## src/rtl/ex_div_unit_pkg.sv

```systemverilog
// Shared op codes and divider state encodings for the EX-stage divide unit.
// Latency: n/a (definitions only).
// Backpressure: n/a (definitions only).
package ex_div_unit_pkg;

  // Op codes produced by the ID-stage 3R decoder
  localparam logic [7:0] OP_DIV     = 8'h30;
  localparam logic [7:0] OP_MOD     = 8'h31;
  localparam logic [7:0] OP_DIVU    = 8'h32;
  localparam logic [7:0] OP_MODU    = 8'h33;
  localparam logic [7:0] OP_INVALID = 8'hFF;

  // Divider FSM states
  typedef enum logic [1:0] {
    DIV_IDLE = 2'd0,
    DIV_CALC = 2'd1,
    DIV_DONE = 2'd2
  } div_state_t;

  // True for the four codes the divider actually computes
  function automatic logic is_div_op(input logic [7:0] op);
    return (op == OP_DIV) || (op == OP_MOD) || (op == OP_DIVU) || (op == OP_MODU);
  endfunction

endpackage

```

## src/rtl/ex_div_unit_div_iter_step.sv

```systemverilog
// One radix-2 restoring divide step: shift {rem, quo} left, trial-subtract divisor.
// Latency: purely combinational.
// Backpressure: none; the caller decides when to register the result.
module div_iter_step #(
  parameter int XLEN = 32
) (
  input  logic [XLEN-1:0] rem,
  input  logic [XLEN-1:0] quo,
  input  logic [XLEN-1:0] dvs,
  output logic [XLEN-1:0] rem_nxt,
  output logic [XLEN-1:0] quo_nxt
);

  logic [XLEN:0] rem_sh;
  logic [XLEN:0] diff;

  // Partial remainder gains the dividend MSB; XLEN+1 bits so the subtract sign is visible
  always_comb begin
    rem_sh = {rem, quo[XLEN-1]};
    diff   = rem_sh - {1'b0, dvs};
    if (!diff[XLEN]) begin
      rem_nxt = diff[XLEN-1:0];
      quo_nxt = {quo[XLEN-2:0], 1'b1};
    end else begin
      rem_nxt = rem_sh[XLEN-1:0];
      quo_nxt = {quo[XLEN-2:0], 1'b0};
    end
  end

endmodule

```

## src/rtl/ex_div_unit.sv

```systemverilog
// Iterative 32-bit signed/unsigned divider (quotient or remainder) for the EX stage.
// Latency: accept at T, result at T+33; zero divisor / non-divide op / early-out at T+1.
// Backpressure: in_ready only in IDLE; result held in DONE until out_ready. Optional DIV_EARLY_OUT_EN.
module ex_div_unit
  import ex_div_unit_pkg::*;
#(
  parameter int XLEN = 32
) (
  input  logic            clk,
  input  logic            reset,
  input  logic            flush,
  input  logic            in_valid,
  output logic            in_ready,
  input  logic [7:0]      op,
  input  logic [XLEN-1:0] src1,
  input  logic [XLEN-1:0] src2,
  output logic            out_valid,
  input  logic            out_ready,
  output logic [XLEN-1:0] result,
  output logic            busy
);

  div_state_t      state_q, state_d;
  logic [XLEN-1:0] rem_q, quo_q, dvs_q, result_q;
  logic [5:0]      cnt_q;
  logic            sel_rem_q, quo_neg_q, rem_neg_q;

  logic            accept, is_signed, sel_rem, neg1, neg2, early, short_path;
  logic [XLEN-1:0] mag1, mag2, short_result;
  logic [XLEN-1:0] rem_nxt, quo_nxt, quo_fix, rem_fix, final_result;

  assign in_ready  = (state_q == DIV_IDLE);
  assign out_valid = (state_q == DIV_DONE);
  assign busy      = (state_q != DIV_IDLE);
  assign result    = result_q;
  assign accept    = in_valid && in_ready && !flush;

  // Decode the incoming op, take operand magnitudes and pick the single-cycle result
  always_comb begin
    is_signed = (op == OP_DIV) || (op == OP_MOD);
    sel_rem   = (op == OP_MOD) || (op == OP_MODU);
    neg1      = is_signed && src1[XLEN-1];
    neg2      = is_signed && src2[XLEN-1];
    mag1      = neg1 ? -src1 : src1;
    mag2      = neg2 ? -src2 : src2;
`ifdef DIV_EARLY_OUT_EN
    early     = (mag1 < mag2);
`else
    early     = 1'b0;
`endif
    short_path = !is_div_op(op) || (src2 == '0) || early;
    if (!is_div_op(op))      short_result = '0;
    else if (src2 == '0)     short_result = sel_rem ? src1 : '1;
    else                     short_result = sel_rem ? src1 : '0;
  end

  div_iter_step #(.XLEN(XLEN)) u_step (
    .rem     (rem_q),
    .quo     (quo_q),
    .dvs     (dvs_q),
    .rem_nxt (rem_nxt),
    .quo_nxt (quo_nxt)
  );

  // Sign fix-up applied to the last iteration's output as it is registered
  always_comb begin
    quo_fix      = quo_neg_q ? -quo_nxt : quo_nxt;
    rem_fix      = rem_neg_q ? -rem_nxt : rem_nxt;
    final_result = sel_rem_q ? rem_fix : quo_fix;
  end

  // State register
  always_ff @(posedge clk) begin
    if (reset) state_q <= DIV_IDLE;
    else       state_q <= state_d;
  end

  // Next-state logic; flush overrides every other transition
  always_comb begin
    state_d = state_q;
    case (state_q)
      DIV_IDLE: if (accept) state_d = short_path ? DIV_DONE : DIV_CALC;
      DIV_CALC: if (cnt_q == 6'd1) state_d = DIV_DONE;
      DIV_DONE: if (out_ready) state_d = DIV_IDLE;
      default:  state_d = DIV_IDLE;
    endcase
    if (flush) state_d = DIV_IDLE;
  end

  // Operand latch on accept, one restoring step per CALC cycle, result capture
  always_ff @(posedge clk) begin
    if (reset) begin
      rem_q     <= '0;
      quo_q     <= '0;
      dvs_q     <= '0;
      cnt_q     <= '0;
      result_q  <= '0;
      sel_rem_q <= 1'b0;
      quo_neg_q <= 1'b0;
      rem_neg_q <= 1'b0;
    end else if (accept) begin
      rem_q     <= '0;
      quo_q     <= mag1;
      dvs_q     <= mag2;
      cnt_q     <= 6'(XLEN);
      sel_rem_q <= sel_rem;
      quo_neg_q <= neg1 ^ neg2;
      rem_neg_q <= neg1;
      if (short_path) result_q <= short_result;
    end else if (state_q == DIV_CALC && !flush) begin
      rem_q <= rem_nxt;
      quo_q <= quo_nxt;
      cnt_q <= cnt_q - 6'd1;
      if (cnt_q == 6'd1) result_q <= final_result;
    end
  end

endmodule

```

## config.mk

```make
export PLATFORM = sky130hd
export DESIGN_NAME = ex_div_unit
export DESIGN_NICKNAME = d
export VERILOG_FILES = /design/src/rtl/ex_div_unit_pkg.sv /design/src/rtl/ex_div_unit_div_iter_step.sv /design/src/rtl/ex_div_unit.sv
export SDC_FILE = /design/constraint.sdc
export NUM_CORES = 1
export LEC_CHECK = 0
export ABC_AREA = 0
export BUFFER_PORTS_ARGS = -buffer_cell sky130_fd_sc_hd__buf_2
export CORE_MARGIN = 5
export CORE_UTILIZATION = 60
export CTS_CLUSTER_SIZE = 14
export DETAILED_ROUTE_END_ITERATION = 8
export GPL_TIMING_DRIVEN = 0
export HOLD_SLACK_MARGIN = 0.08
export PLACE_DENSITY = 0.9
export SLEW_MARGIN = 20
export SYNTH_ARGS = -nofsm -noshare
export SYNTH_HDL_FRONTEND = slang
export SYNTH_HIERARCHICAL = 1
export SYNTH_SLANG_ARGS = --single-unit
export TNS_END_PERCENT = 1
```

## constraint.sdc

```tcl
create_clock -name clk -period 6.4 [get_ports clk]
set_input_delay 0.32 -clock clk [delete_from_list [all_inputs] [get_ports clk]]
set_output_delay 0.32 -clock clk [all_outputs]
set_load 0.03 [all_outputs]
```

# After elaboration in Yosys (flattened, before gate mapping)
# Index checks and enable logic that the tools add are counted.
# word_totals
elab_cells,73
register_bits,139
out_inout_bits,35
# classes
n_mux,24
add_sub_neg,6
reduce_logical,21
eq_ne,11
n_bitwise,1
# op_table
cell,n
two-way mux 32 bit,16
negator 32 bit,4
subtractor 33 x 32 -> 33 bit,1
"== test 8 x 6 -> 1 bit, second input constant",4
logical NOT 32 bit,1
two-way mux 6 bit,2
two-way mux 2 bit,4
"== test 6 x 1 -> 1 bit, second input constant",1
"!= test 2 x 1 -> 1 bit, second input constant",3
case mux 2 bit (3 select lines),1
AND reduction 3 bit,2
nonzero test 2 bit,3
"subtractor 6 x 1 -> 6 bit, second input constant",1
logical AND 1 bit,5
logical OR 1 bit,5
OR reduction 2 bit,2
"== test 2 x 1 -> 1 bit, second input constant",1
"== test 2 bit, second input constant",1
logical NOT 1 bit,2
logical NOT 2 bit,1
"!= test 2 bit, second input constant",1
two-way mux 1 bit,1
bitwise XOR 1 bit,1

# Longest topological paths before layout
# Gate-level depths: netlist (run 1).
# depth
depth_word,9
depth_mapped,22
depth_no_buf,21

# Hierarchy
# The synthesis (run 1) kept the hierarchy.
# by_module_without_submodules
mod,area_per_inst_um2,n_inst,cells_per_inst
ex_div_unit,8509.4,1,1134
div_iter_step,2488.6,1,342

# Least setup slack after synthesis (run 1)
# Ideal clock, no wire load.
# synth_path
path_kind,register to register
from,reg quo_q[31]
to,reg result_q[29] (netlist: result[29])
t_arrival_ns,4.594
path_buffers,1
setup_time_ns,0.128
slack_ns,1.679
path_stages_with_launch,22
path_cell_list,dfxtp_1 -> inv_1 -> ha_1 -> fa_1 -> and2b_1 -> o2111ai_1 -> a21oi_2 -> o2111ai_1 -> a211oi_2 -> nor2_2 -> mux2i_1 -> and2_4 -> inv_2 -> buf_6 -> mux2_4 -> nor4_1 -> nand4_1 -> o41ai_1 -> xor2_1 -> o21ai_0 -> o22ai_1 -> nor2_1
# synth_between
elab_chain_len,8
elab_cells_between_ends,11
# synth_lines
element,line_no,source
from (decl),ex_div_unit.sv:24,"logic [XLEN-1:0] rem_q, quo_q, dvs_q, result_q;"
from (signal assigned),ex_div_unit.sv:103,quo_q <= mag1;
from (signal assigned),ex_div_unit.sv:112,quo_q <= quo_nxt;
subtractor 33 x 32 -> 33 bit,ex_div_unit_div_iter_step.sv:20,"diff = rem_sh - {1'b0, dvs};"
two-way mux 32 bit,ex_div_unit_div_iter_step.sv:21,if (!diff[XLEN]) begin
via rem_nxt[5],ex_div_unit.sv:30,"logic [XLEN-1:0] rem_nxt, quo_nxt, quo_fix, rem_fix, final_result;"
negator 32 bit,ex_div_unit.sv:68,rem_fix = rem_neg_q ? -rem_nxt : rem_nxt;
two-way mux 32 bit,ex_div_unit.sv:68,
two-way mux 32 bit,ex_div_unit.sv:69,final_result = sel_rem_q ? rem_fix : quo_fix;
two-way mux 32 bit,ex_div_unit.sv:114,if (cnt_q == 6'd1) result_q <= final_result;
two-way mux 32 bit,ex_div_unit.sv:110,end else if (state_q == DIV_CALC && !flush) begin
two-way mux 32 bit,ex_div_unit.sv:101,end else if (accept) begin
to (signal assigned),ex_div_unit.sv:109,if (short_path) result_q <= short_result;
to (signal assigned),ex_div_unit.sv:114,
to (decl),ex_div_unit.sv:24,
# The timed path passes the listed nets, and every way through them passes these cells. The select of a mux whose other input is x is not followed.
# A chain may end at the register's enable or synchronous reset.

# Worst setup path in the final report (run 1)
# Ends and elaborated chain as after synthesis.

==> results.sh, run 1 <==
export IMPL_status="completed"
export IMPL_criticalPathCategory="register to register"
export IMPL_async_reset_ff_share_pct=0
export IMPL_fin_nets=1721
export IMPL_track_usage_pct=33.1
export IMPL_synth_area_leaders="dfxtp_1 25%, nand2_1 6.5%, xor2_1 6.0%, xnor2_1 5.6%, a21oi_1 5.4%"
export IMPL_drt_iter0_drc=1502
export IMPL_path_max_fanout=10
export IMPL_synth_enable_flop_cells=0
export IMPL_rows=49
export IMPL_tightest_slew_ns=1.12
export IMPL_maxSlewHeadroom_pct=25.0
export IMPL_period_needed_ns=5.88
export IMPL_cp_top_family="simple AND/OR/NAND/NOR gates"
export IMPL_htree_levels=4
export IMPL_stdcell_area_sq_mm=0.0125
export IMPL_synthFlopType="dfxtp_1"
export IMPL_dpl_instance_area_sq_mm=0.0118
export IMPL_die_area_sq_mm=0.0211
export IMPL_max_freq_mhz=170
export IMPL_required_ns=6.71
export IMPL_grt_ovfl_total=0
export IMPL_netlist_area_leader_share_pct=25.3
export IMPL_cts_sinks=139
export IMPL_dp_hpwl_um=28200
export IMPL_rsz0062_at_grt="false"
export IMPL_cpMostUsedCell="o2111ai_1"
export IMPL_drt_antenna_violating_nets=0
export IMPL_drv_slew=0
export IMPL_final_cell_mix="190 x nand2_1, 139 x dfxtp_1, 133 x nor2_1, 119 x a21oi_1, 117 x buf_2"
export IMPL_drt_total_wl_um=36800
export IMPL_antenna_cells=0
export IMPL_drive_gt1_share_pct=14.3
export IMPL_clk_pin_slew_ns=0.07
export IMPL_die_x_um=145
export IMPL_antenna_found_initial=0
export IMPL_hold_class="input port to register"
export IMPL_area_growth_pct=13.3
export IMPL_die_h_um=145
export IMPL_cp_slowest_stage_delay_ns=0.74
export IMPL_cts_resized=0
export IMPL_core_area_sq_mm=0.0180
export IMPL_worstPathArrival_ns=6.19
export IMPL_powerDensity_mw_per_mm2=199
export IMPL_multi_input_area_sq_mm=0.00742
export IMPL_cap_violations=0
export IMPL_critPathLaunchType="register"
export IMPL_seq_area_sq_mm=0.00278
export IMPL_synth_area_sq_mm=0.0110
export IMPL_synth_avg_cell_area_sq_um=7.45
export IMPL_finalSetupViolations=0
export IMPL_num_io_pins=112
export IMPL_grt_pass1_wl_um=57200
export IMPL_nFillCells=1505
export IMPL_clock_path_buffers=2
export IMPL_start_util_pct=61.0
export IMPL_setup_tns_ns=0
export IMPL_gp_congestion=1.00
export IMPL_cts_root_buf="clkbuf_16"
export IMPL_path_cells="inv_1 > ha_1 > fa_1 > and2b_1 > o2111ai_1 > a21oi_2 > o2111ai_1 > a211oi_2 > nor2_2 > mux2i_1 > and2_4 > inv_2 > buf_6 > mux2_4 > nor4_1 > nand4_1 > o41ai_1 > xor2_1 > o21ai_0 > o22ai_1 > nor2_1"
export IMPL_endpoint_kind="register"
export IMPL_yosysSeqAreaShare_pct=25.3
export IMPL_hold_buffers=0
export IMPL_finalClockSkew_ns=0.0116
export IMPL_p_leak_nw=4.82
export IMPL_vdd_drop_max_uv=246
export IMPL_drc=0
export IMPL_cts_tree="yes"
export IMPL_ys_ff_latch=139
export IMPL_grt_pass1_vias=11100
export IMPL_path_buf_inv=3
export IMPL_netlist_instances=1476
export IMPL_grt_max_degree=17
export IMPL_synth_fp_nets=1592
export IMPL_yosysUniqueCellTypes=81
export IMPL_layout_commonest_cell="nand2_1"
export IMPL_insertion_delay_ns=0.44
export IMPL_postCtsSetupBuffers=0
export IMPL_synth_top_cell_by_area="dfxtp_1"
export IMPL_cts_buffers=17
export IMPL_viasPerCell=6.49
export IMPL_yosys_warnings=6
export IMPL_drtPass1Iterations=6
export IMPL_numPortBuffers=110
export IMPL_hold_viol_final=0
export IMPL_vias=12000
export IMPL_wl_per_cell_um=19.9
export IMPL_critPathSlowestCell="nor4_1"
export IMPL_min_period_over_period_pct=91.9
[report_power, final]
group,leakage (nW),internal (mW),switching [mW]
clock network,0.297,0.601,0.446
logic,3.39,0.186,0.323
registers,1.14,0.903,0.0225
[per-layer routing]
metal,part of all wire [%],global-route usage (%),up-vias
met2,43,50.9,779
li1,-,-,5533
met3,12,9.12,126
met5,0,0,-
met4,3.4,11.0,0
met1,42,45.0,5558
[layout make-up]
class | instances | area share (%)
Clock inverter | 14 | 1.43
Inverter | 53 | 1.60
Buffer | 122 | 4.83
Multi-Input combinational cell | 1162 | 59.6
Clock buffer | 18 | 3.53
Sequential cell | 139 | 22.3
Timing Repair Buffer | 110 | 4.42
Tap cell | 229 | 2.30
[state kept, by name, indices dropped and copies added (netlist names)]
register,flops
dvs_q,32
quo_q,32
rem_q,32
result,32
cnt_q,6
state_q,2
quo_neg_q,1
rem_neg_q,1
sel_rem_q,1
[kinds of logic after synthesis]
| family | Yosys count | synth area share [%] |
|---|---|---|
| flops | 139 | 25.3 |
| simple gates | 509 | 21.7 |
| compound gates | 441 | 26.2 |
| fa+ha+maj | 39 | 4.51 |
| mux | 28 | 3.44 |
| buf+inv | 175 | 7.28 |
| xor+xnor | 145 | 11.5 |
[final timing paths]
check                           slack (ns)  cells past startpoint                 endpoint              startpoint
worst min register to register        0.48                      2   dvs_q[26]$_SDFFE_PP0P_  dvs_q[26]$_SDFFE_PP0P_
worst min-delay path                  0.13                      2  state_q[0]$_SDFFE_PP0P_                   flush
worst max-delay path                  0.52                     21  result[29]$_SDFFE_PP0P_  quo_q[31]$_SDFFE_PP0P_
worst max register to register        0.52                     21  result[29]$_SDFFE_PP0P_  quo_q[31]$_SDFFE_PP0P_
[metrics by stage]
stage / cells / worst slack (ns) / util, % / hold slack, ns / total power, mW
6_report: 1847 / 0.516 / 69.1 / 0.129 / 2.48
5_1_grt: 1847 / 0.108 / 69.1 / 0.127 / 2.56
4_1_cts: 1847 / 0.720 / 69.1 / 0.122 / 2.46
3_5_place_dp: 1815 / 0.790 / 65.7 / 0.465 / 1.43
3_3_place_gp: 1815 / 0.827 / 65.7 / 0.449 / 1.42
2_1_floorplan: 1476 / 1.68 / - / 0.399 / 1.28
[worst register-to-register path: cells and delay by family (launching register included)]
kind                     cells  cell delay (ns)
buffers and inverters        3             0.29
AND/OR/NAND/NOR              6             1.91
XOR/XNOR                     1             0.18
adder cells (fa/ha/maj)      2             0.62
AO/OA/AOI/OAI                7             1.78
multiplexers                 2             0.59
flip-flops                   1             0.38
[cell usage after synthesis (all sizes together), types with 21 or more instances]
master / n
o21ai: 91
xor2: 75
ha: 38
nand3: 31
nand2: 190
a211oi: 35
nor2: 134
buf: 50
xnor2: 70
o22ai: 26
o31ai: 31
nor3: 30
a21oi: 120
clkbuf: 72
a311oi: 29
mux2: 21
dfxtp: 139
inv: 52
No activity file was read; power rests on OpenSTA's default activity.
==> run 2: changes to the inputs <==
Settings changed: CORE_UTILIZATION 60 to 41, PLACE_DENSITY 0.9 to 0.68.
==> results.sh, run 2 (same netlist as run 1, synthesis figures left out) <==
export IMPL_setup_tns_ns=0
export IMPL_p_leak_nw=4.82
export IMPL_fin_util_pct=47.3
export IMPL_clock_path_buffers=2
export IMPL_vdd_drop_max_uv=157
export IMPL_grt_pass1_vias=11000
export IMPL_area_growth_pct=14.7
export IMPL_cts_sinks=139
export IMPL_num_io_pins=112
export IMPL_final_cell_mix="190 x nand2_1, 139 x dfxtp_1, 133 x nor2_1, 119 x a21oi_1, 117 x buf_2"
export IMPL_tightest_slew_ns=0.991
export IMPL_rows=60
export IMPL_wl_per_cell_um=19.4
export IMPL_endpoint_kind="register"
export IMPL_core_area_sq_mm=0.0267
export IMPL_track_usage_pct=24.3
export IMPL_die_x_um=174
export IMPL_layout_commonest_cell="nand2_1"
export IMPL_nFillCells=2694
export IMPL_path_max_fanout=10
export IMPL_drv_slew=0
export IMPL_cts_tree="yes"
export IMPL_critPathLaunchType="register"
export IMPL_cts_buffers=17
export IMPL_drt_antenna_violating_nets=0
export IMPL_start_util_pct=41.3
export IMPL_drt_total_wl_um=38100
export IMPL_hold_class="input port to register"
export IMPL_grt_max_degree=17
export IMPL_criticalPathCategory="register to register"
export IMPL_grt_pass1_wl_um=59500
export IMPL_die_area_sq_mm=0.0302
export IMPL_vias=11600
export IMPL_max_freq_mhz=166
export IMPL_antenna_found_initial=0
export IMPL_grt_ovfl_total=0
export IMPL_rsz0062_at_grt="false"
export IMPL_worstPathArrival_ns=6.39
export IMPL_gp_congestion=0.961
export IMPL_drtPass1Iterations=5
export IMPL_finalSetupViolations=0
export IMPL_dp_hpwl_um=29900
export IMPL_cts_resized=0
export IMPL_period_needed_ns=6.03
export IMPL_hold_buffers=0
export IMPL_maxSlewHeadroom_pct=33.8
export IMPL_antenna_cells=0
export IMPL_powerDensity_mw_per_mm2=200
export IMPL_finalClockSkew_ns=0.0145
export IMPL_htree_levels=4
export IMPL_postCtsSetupBuffers=0
export IMPL_viasPerCell=5.92
export IMPL_drc=0
export IMPL_clk_pin_slew_ns=0.07
export IMPL_cap_violations=0
export IMPL_min_period_over_period_pct=94.2
export IMPL_drive_gt1_share_pct=14.3
export IMPL_drt_iter0_drc=1243
export IMPL_die_h_um=174
export IMPL_required_ns=6.76
export IMPL_status="completed"
export IMPL_insertion_delay_ns=0.43
export IMPL_hold_viol_final=0
export IMPL_numPortBuffers=110
export IMPL_cts_root_buf="clkbuf_16"
export IMPL_fin_nets=1721
[run 2: cell count changes in the layout (fill, tap and decap cells not counted), sizes merged]
cell	delta
clkinv	-2
inv	-4
clkinvlp	+2
bufinv	+2
clkbuf	+2
[run 2: per-stage QoR]
step / hold WS [ns] / power [mW] / std cells / setup WS (ns) / instance area, sq um
final: 0.146 / 2.52 / 1959 / 0.371 / 12600
after global routing: 0.162 / 2.61 / 1959 / 0.0683 / 12600
after CTS: 0.129 / 2.52 / 1959 / 0.546 / 12600
after detailed placement: 0.454 / 1.44 / 1927 / 0.630 / 12000
after global placement: 0.443 / 1.43 / 1927 / 0.761 / 12000
after floorplan: 0.399 / 1.28 / 1476 / 1.68 / 11000
[run 2: cell type report]
type | count | area, sq um | area share [%]
flip-flops and latches | 139 | 2780 | 22.1
inverters | 53 | 199 | 1.58
multi-input cells | 1162 | 7430 | 58.8
repair buffers | 110 | 551 | 4.36
clock buffers | 20 | 447 | 3.54
plain buffers | 122 | 602 | 4.77
well taps | 341 | 427 | 3.38
clock inverters | 12 | 185 | 1.47
[run 2: path summary, 6_finish.rpt]
path / startpoint / end / slack (ns) / depth (start not counted)
setup / recovery: quo_q[31]$_SDFFE_PP0P_ / result[29]$_SDFFE_PP0P_ / 0.37 / 21
hold reg to reg: dvs_q[26]$_SDFFE_PP0P_ / dvs_q[26]$_SDFFE_PP0P_ / 0.47 / 2
hold / removal: flush / state_q[0]$_SDFFE_PP0P_ / 0.15 / 2
setup reg to reg: quo_q[31]$_SDFFE_PP0P_ / result[29]$_SDFFE_PP0P_ / 0.37 / 21
[run 2: worst max-delay path, cell delays in order, from the launching register on]
cell and delay [ns]:
dfxtp_1 0.36, inv_1 0.06, ha_1 0.23, fa_1 0.42, and2b_1 0.24, o2111ai_1 0.16
a21oi_2 0.27, o2111ai_1 0.21, a211oi_2 0.27, nor2_2 0.11, mux2i_1 0.27, and2_4 0.22
inv_2 0.06, buf_6 0.16, mux2_4 0.35, nor4_1 0.80, nand4_1 0.60, o41ai_1 0.55
xor2_1 0.12, o21ai_0 0.28, o22ai_1 0.11, nor2_1 0.09
[run 2: routing by layer]
metal	up-vias	GRT usage, %	wire [um]
met4	0	7.72	1070
li1	5541	-	-
met5	-	0	0
met2	542	37.9	16600
met1	5431	34.5	17300
met3	83	3.38	3100
[run 2: where the power goes]
part	switching (mW)	total, mW	internal [mW]
Sequential	0.0248	0.928	0.904
Combinational	0.321	0.507	0.186
Clock	0.419	1.09	0.668
Total	0.765	2.52	1.76
